$ cat src/rtl/fetch_queue_pkg.sv
// fetch_queue_pkg: shared widths, default geometry and entry layout for the fetch queue
package fetch_queue_pkg;
  localparam int INST_ADDR_W = 32;
  localparam int INST_W      = 32;
  localparam int FQ_DEPTH    = 8;
  localparam int FQ_POP_W    = 2;
  typedef struct packed {
    logic [INST_ADDR_W-1:0] pc;
    logic [INST_W-1:0]      inst;
  } fq_entry_t;
endpackage

$ cat src/rtl/fetch_queue.sv
// fetch_queue: circular fetch buffer between icache and decode, one push and up to POP_W in-order pops per cycle
module fetch_queue
  import fetch_queue_pkg::*;
#(
  parameter int DEPTH = FQ_DEPTH,
  parameter int POP_W = FQ_POP_W
) (
  input  logic                         clk,
  input  logic                         rst,
  input  logic                         flush,
  input  logic                         stall,
  input  logic                         in_valid,
  input  logic [INST_ADDR_W-1:0]       in_pc,
  input  logic [INST_W-1:0]            in_inst,
  output logic                         in_ready,
  output logic [POP_W-1:0]             out_valid,
  input  logic [POP_W-1:0]             out_ready,
  output logic [INST_ADDR_W*POP_W-1:0] out_pc,
  output logic [INST_W*POP_W-1:0]      out_inst,
  output logic [$clog2(DEPTH):0]       count
);
  localparam int AW = $clog2(DEPTH);
  localparam int CW = AW + 1;
  fq_entry_t      mem_q [DEPTH];
  logic [AW:0]    rd_ptr_q, rd_ptr_d, wr_ptr_q, wr_ptr_d;
  logic [CW-1:0]  count_q, count_d, n_pop;
  logic [AW-1:0]  lane_idx;
  logic [POP_W-1:0] pop;
  logic           push, chain;
  // space is judged on registered occupancy only, so a pop never frees room for a same-cycle push
  assign in_ready = rst && (count_q < CW'(DEPTH));
  assign push     = in_valid && in_ready && !flush;
  assign count    = count_q;
  // lane presentation and in-order pop chain: a lane pops only if every lower lane pops
  always_comb begin
    out_valid = '0;
    out_pc    = '0;
    out_inst  = '0;
    pop       = '0;
    n_pop     = '0;
    chain     = 1'b1;
    lane_idx  = '0;
    for (int i = 0; i < POP_W; i++) begin
      lane_idx     = rd_ptr_q[AW-1:0] + AW'(i);
      out_valid[i] = !stall && (count_q > CW'(i));
      out_pc[INST_ADDR_W*i +: INST_ADDR_W] = out_valid[i] ? mem_q[lane_idx].pc : '0;
      out_inst[INST_W*i +: INST_W]         = out_valid[i] ? mem_q[lane_idx].inst : '0;
      pop[i]       = chain && out_valid[i] && out_ready[i];
      chain        = pop[i];
      n_pop        = n_pop + CW'(pop[i]);
    end
  end
  // next pointers and occupancy; flush wins over any push or pop
  always_comb begin
    wr_ptr_d = flush ? '0 : wr_ptr_q + (AW+1)'(push);
    rd_ptr_d = flush ? '0 : rd_ptr_q + n_pop;
    count_d  = flush ? '0 : count_q + CW'(push) - n_pop;
  end
  // pointer and occupancy registers, cleared asynchronously
  always_ff @(posedge clk or negedge rst) begin
    if (!rst) begin
      rd_ptr_q <= '0;
      wr_ptr_q <= '0;
      count_q  <= '0;
    end else begin
      rd_ptr_q <= rd_ptr_d;
      wr_ptr_q <= wr_ptr_d;
      count_q  <= count_d;
    end
  end
  // entry storage is never cleared; stale contents are hidden behind out_valid
  always_ff @(posedge clk) begin
    if (push) mem_q[wr_ptr_q[AW-1:0]] <= '{pc: in_pc, inst: in_inst};
  end
endmodule

$ cat config.mk
export PLATFORM = sky130hd
export DESIGN_NAME = fetch_queue
export DESIGN_NICKNAME = d
export VERILOG_FILES = /design/src/rtl/fetch_queue_pkg.sv /design/src/rtl/fetch_queue.sv
export SDC_FILE = /design/constraint.sdc
export NUM_CORES = 1
export LEC_CHECK = 0
export CORE_ASPECT_RATIO = 1.25
export CORE_MARGIN = 2
export CORE_UTILIZATION = 30
export DETAILED_ROUTE_END_ITERATION = 7
export PLACE_DENSITY = 0.59
export SLEW_MARGIN = 20
export SYNTH_ARGS = -nofsm -noshare
export SYNTH_HDL_FRONTEND = slang
export SYNTH_SLANG_ARGS = --single-unit
$ cat constraint.sdc
create_clock -name clk -period 5.85 [get_ports clk]
set_clock_uncertainty 0.2 [all_clocks]
set_input_delay 1.755 -clock clk [delete_from_list [all_inputs] [get_ports clk]]
set_output_delay 1.755 -clock clk [all_outputs]
set_load 0.005 [all_outputs]
==> results of run 1 <==
-- metal layers --
| metal | global-route usage [%] | vias up | part of all wire, % |
|---|---|---|---|
| li1 | - | 5141 | - |
| met1 | 18.63 | 6680 | 39 |
| met2 | 26.68 | 386 | 53 |
| met3 | 2.889 | 95 | 5.5 |
| met4 | 4.960 | 8 | 2.7 |
| met5 | 0 | - | 0.076 |
-- synth_stat cells (all sizes together) --
library cell,count,share of area (%)
a21o,1,0.032
a21oi,1,0.021
a22o,128,4.8
and2,1,0.027
and3,1,0.027
and4bb,1,0.053
buf,63,1.8
clkbuf,22,0.35
dfrtp,10,1.1
edfxtp,512,65
fa,2,0.17
ha,11,0.59
inv,6,0.096
mux2,1,0.048
mux4,256,25
nand2,2,0.032
nand2b,3,0.080
nor2,12,0.19
nor2b,9,0.24
nor3,4,0.13
nor3b,3,0.096
xnor2,3,0.11
xor2,1,0.037
-- logic make-up after synthesis --
family | after synthesis
adders and majority gates | 13
AOI/OAI and AO/OA | 130
xor gates and xnor gates | 4
and+or+nand+nor | 36
DFF | 522
buffers and inverters | 91
muxes | 257
-- how the worst max path moves through the flow --
stage / endpoint / slack (ps) / cells past startpoint
2_1_floorplan: mem_q[4][0] / 280 / 3
3_3_place_gp: out_pc[33] / 70 / 7
3_5_place_dp: out_pc[33] / 80 / 7
4_1_cts: out_pc[33] / 80 / 7
5_1_grt: out_pc[33] / 50 / 7
6_report: out_pc[33] / 110 / 7
-- flip-flops by register name (all words and copies together) (netlist names) --
| signal | cells |
|---|---|
| mem_q | 512 |
| count | 4 |
| rd_ptr_q | 3 |
| wr_ptr_q | 3 |
-- report_power, final --
group | switching (mW) | internal (mW) | total, mW
logic | 1.50 | 1.83 | 3.33
registers | 0.0526 | 4.16 | 4.21
clock network | 1.45 | 1.90 | 3.35
total | 2.99 | 7.89 | 10.9
-- worst max-delay path: stages --
cell and delay, ps:
clkdlybuf4s50_1 400, buf_4 180, nor3b_2 240, buf_4 250, buf_12 190, a22o_1 220, clkdlybuf4s50_1 530
-- area by class of cell --
cell class / instances / area [µm²]
Multi-Input combinational cell: 440 / 7431
Inverter: 6 / 22.52
Fill cell: 7033 / 48740
Sequential cell: 522 / 15630
Clock buffer: 67 / 1453
Tap cell: 1044 / 1306
Timing Repair Buffer: 249 / 2595
Clock inverter: 33 / 276.5
==> flow_summary.yaml, run 1 <==
status:
  status: "complete, no violations"
critical_path:
  regToRegSetupSlack_ps: 2230
  rr_endpoint: "count[2]"
  r2r-start: "count[2]"
  arrival_ps: 3780
  worst-setup-path-type: "primary input to primary output"
  cp_max_fo: 19
  crit_path_end_kind: "primary output"
  r2r_cells: 12
  setup.worst_path.start: "stall"
  startpoint_type: "primary input"
  crit_required_ps: 3890
layout:
  final_cell_mix: "edfxtp_1, mux4_2, clkdlybuf4s50_1"
  layout_commonest_cell: "edfxtp_1"
  antenna-diode-count: 0
  final_cells: 2361
  final_core_util_pct: 37.08
  final_area_um2: 28720
  area_growth_pct: 22.26
  final_nets: 1359
  drive_above_1_share_pct: 30.37
yosys:
  yosysUniqueCellTypes: 27
  synthAdderAreaFrac_pct: 0.7564
  synth_area_per_cell_um2: 22.31
  syn-instance-count: 1053
  syn_nets: 1137
  yosys_warnings: 0
  synth_compound_area_share_pct: 4.826
  yosys.area_share.simple_pct: 0.8736
  synth_top_family_by_area: "multiplexers"
  ys_seq_area_share_pct: 66.52
  ys_ff_latch: 522
  synth_mux_area_share_pct: 24.60
  synthXorXnorAreaFrac_pct: 0.1492
  synth_area_um2: 23490
clocking:
  cts_buffers: 56
  cts_tree: "done"
  ctsResizeCount: 0
  insertion_delay_ps: 610
  post_cts_buffers: 0
  cts.root.buffer_cell: "clkbuf_16"
  cts_hold_buf: 0
  clock-sinks: 522
  htree_levels: 2
  clkSlewWorstSetupHoldPaths_ps: 60
  clk_path_buf_depth: 3
sta:
  relSlewSlack_pct: 32.92
  rsz0062_at_grt: "false"
  min_period_ps: 5739
  drv_slew: 0
  hold_viol: 0
  finalCritPeriodShare_pct: 98.10
  whs_ps: 449.7
  setup_tns_ps: 0
  setup_violations: 0
  max_freq_mhz: 174.3
  layout_setup_ws_ps: 111.4
  worst_slew_pin_slew_ps: 1004
global_route:
  grt_pass1_wl_um: 88940
  track_usage_pct: 15.12
  grt_pass1_vias: 13540
  grt_max_degree: 117
  overflow: 0
  antenna_found_initial: 4
place:
  routabilityCongestion: 0.7036
  dp_slack_ps: 84.52
  port_buffers: 205
  dpl.cell_count: 2261
  place_hpwl_um: 35430
  placed_area_um2: 26990
route:
  final_antenna_net_count: 0
  route.vias.total: 12310
  drt_wl_total_um: 60850
  dr.pass1.iters: 5
  drc: 0
  via_per_inst: 5.214
  wl_per_cell_um: 25.77
  drtIter0Drc: 746
job:
  drv_cap: 0
floorplan:
  die_w_um: 254.3
  die_h_um: 316.8
  num_rows: 114
  ioPinCount: 206
  core_um2: 77450
  fp.dieArea_um2: 80560
  start_util_pct: 30.33
hold_path:
  min_from: "wr_ptr_q[0]"
  worstHoldPathCells: 2
  hold_path_class: "register to register"
  hold_end: "wr_ptr_q[0]"
pwr:
  total_power_mw: 10.89
  p_leak_nw: 8.659
  power_density_nw_per_um2: 379.1
  ir_worst_vdd_uv: 252.3
(Power assumes the default switching activity.)
==> run 2, diff against run 1 <==
CORE_MARGIN = unset   (was 2)
CTS_CLUSTER_DIAMETER = 200   (was unset)
==> run 2 against run 1 <==
Compared with the run above: combinational power grew 3%; global-route usage grew 0.19 points; maximum frequency shrank 0.40%; power grew 1.3%; sequential power is essentially flat; largest power group unchanged; clock-buffer cell count shrank 6.
==> flow_summary.yaml, run 2 (synthesis gave the netlist of run 1 again) <==
sta:
  rsz0062_at_grt: "false"
  relSlewSlack_pct: 40.62
  drv_slew: 0
  setup_tns_ps: 0
  finalCritPeriodShare_pct: 98.49
  worst_slew_pin_slew_ps: 890.7
  min_period_ps: 5761
  hold_viol: 0
  setup_violations: 0
  layout_setup_ws_ps: 88.51
  max_freq_mhz: 173.6
critical_path:
  rr_endpoint: "count[3]"
  r2r_cells: 12
  regToRegSetupSlack_ps: 2270
  crit_path_cell_trace: "clkdlybuf4s50_1 -> buf_4 -> nor3b_2 -> buf_12 -> buf_12 -> a22o_1 -> clkdlybuf4s50_1"
  crit_family: "buffers and inverters"
  startpoint_type: "primary input"
  crit_required_ps: 3890
  arrival_ps: 3810
  worst-setup-path-type: "primary input to primary output"
  cpPeakStageDelay_ps: 530
  cp_slowest_cell: "clkdlybuf4s50_1"
  crit_path_end_kind: "primary output"
  cp_max_fo: 23
  cp_num_buf_inv: 5
  r2r-start: "count[2]"
global_route:
  grt_pass1_wl_um: 88320
  grt_max_degree: 117
  overflow: 0
  track_usage_pct: 15.31
  antenna_found_initial: 7
  grt_pass1_vias: 13290
place:
  place_hpwl_um: 35930
  dp_slack_ps: 75.14
  port_buffers: 205
  routabilityCongestion: 0.7230
  dpl.cell_count: 2272
status:
  status: "complete, no violations"
floorplan:
  die_w_um: 252.3
  num_rows: 114
  fp.dieArea_um2: 79420
  core_um2: 77450
  die_h_um: 314.8
  start_util_pct: 30.33
  ioPinCount: 206
clocking:
  cts_buffers: 53
  clkSlewWorstSetupHoldPaths_ps: 60
  clock-sinks: 522
  cts_hold_buf: 0
  cts.root.buffer_cell: "clkbuf_16"
  post_cts_buffers: 0
  clk_path_buf_depth: 3
  htree_levels: 2
  insertion_delay_ps: 590
  cts_tree: "done"
  ctsResizeCount: 0
route:
  wl_per_cell_um: 25.45
  dr.pass1.iters: 5
  via_per_inst: 5.136
  final_antenna_net_count: 0
  drc: 0
  drtIter0Drc: 946
  route.vias.total: 12170
  drt_wl_total_um: 60300
hold_path:
  hold_end: "wr_ptr_q[0]"
  hold_path_class: "register to register"
  min_from: "wr_ptr_q[0]"
  worstHoldPathCells: 2
layout:
  layout_commonest_cell: "edfxtp_1"
  drive_above_1_share_pct: 30.59
  final_cells: 2369
  largest_register_ffs: 512
  final_core_util_pct: 37.32
  final_cell_mix: "edfxtp_1, mux4_2, clkdlybuf4s50_1"
  area_growth_pct: 23.07
  final_nets: 1367
pwr:
  power_density_nw_per_um2: 381.5
  p_leak_nw: 8.743
  ir_worst_vdd_uv: 261.0
job:
  drv_cap: 0
[run 2: cell count changes in the layout (fill, tap and decap cells not counted), moves of 3 or more]
cell       delta
buf_12        +8
clkinv_4      -4
buf_4         +3
clkbuf_16     -3
clkinv_1      +4
bufinv_16     +5
[run 2: worst max path at each step]
stage                     startpoint           end  depth (start not counted)  slack (ps)
after floorplan                flush   mem_q[4][0]                          3         280
after global placement         stall  out_inst[16]                          7         100
after detailed placement       stall  out_inst[16]                          7          80
after CTS                      stall  out_inst[16]                          7          80
after global routing           stall  out_inst[16]                          7          30
final                          stall  out_inst[16]                          7          90
[run 2: worst reg2reg max path, stage by stage, from the launching register on]
cell,delay (ps)
dfrtp_1,380
inv_1,80
ha_1,150
nor3b_1,720
nor2_1,150
and2_1,210
ha_1,320
ha_1,300
inv_1,40
ha_1,200
a21o_1,180
a21oi_1,170
mux2_2,350
[run 2: where the power goes]
group          switching, mW  internal [mW]  leakage [nW]
sequential            0.0323           4.16          4.74
clock                   1.41           2.01         0.849
combinational           1.52           1.90          3.15
[run 2: area by class of cell]
class | instances | area, µm²
Antenna cell | 1 | 2.502
Clock buffer | 61 | 1356
Clock inverter | 35 | 377.9
Fill cell | 7039 | 48550
Inverter | 6 | 22.52
Multi-Input combinational cell | 440 | 7431
Sequential cell | 522 | 15630
Tap cell | 1044 | 1306
Timing Repair Buffer | 260 | 2778
[run 2: metrics by stage]
| stage | total power, mW | hold WS [ps] | cell area, µm² |
|---|---|---|---|
| finish | 11.03 | 464.2 | 28910 |
| floorplan | 6.398 | 367.8 | 23500 |
| global placement | 7.712 | 432.4 | 27170 |
| global route | 11.48 | 513.9 | 28900 |
| detailed placement | 7.745 | 460.2 | 27170 |
| CTS | 11.19 | 477.8 | 28900 |
[run 2: per-layer routing]
metal | wire length [µm] | GRT usage, % | part of all wire [%]
met1 | 24350 | 19.20 | 40
met2 | 31250 | 26.64 | 52
met3 | 3148 | 2.865 | 5.2
met4 | 1504 | 4.904 | 2.5
met5 | 48 | 0 | 0.080
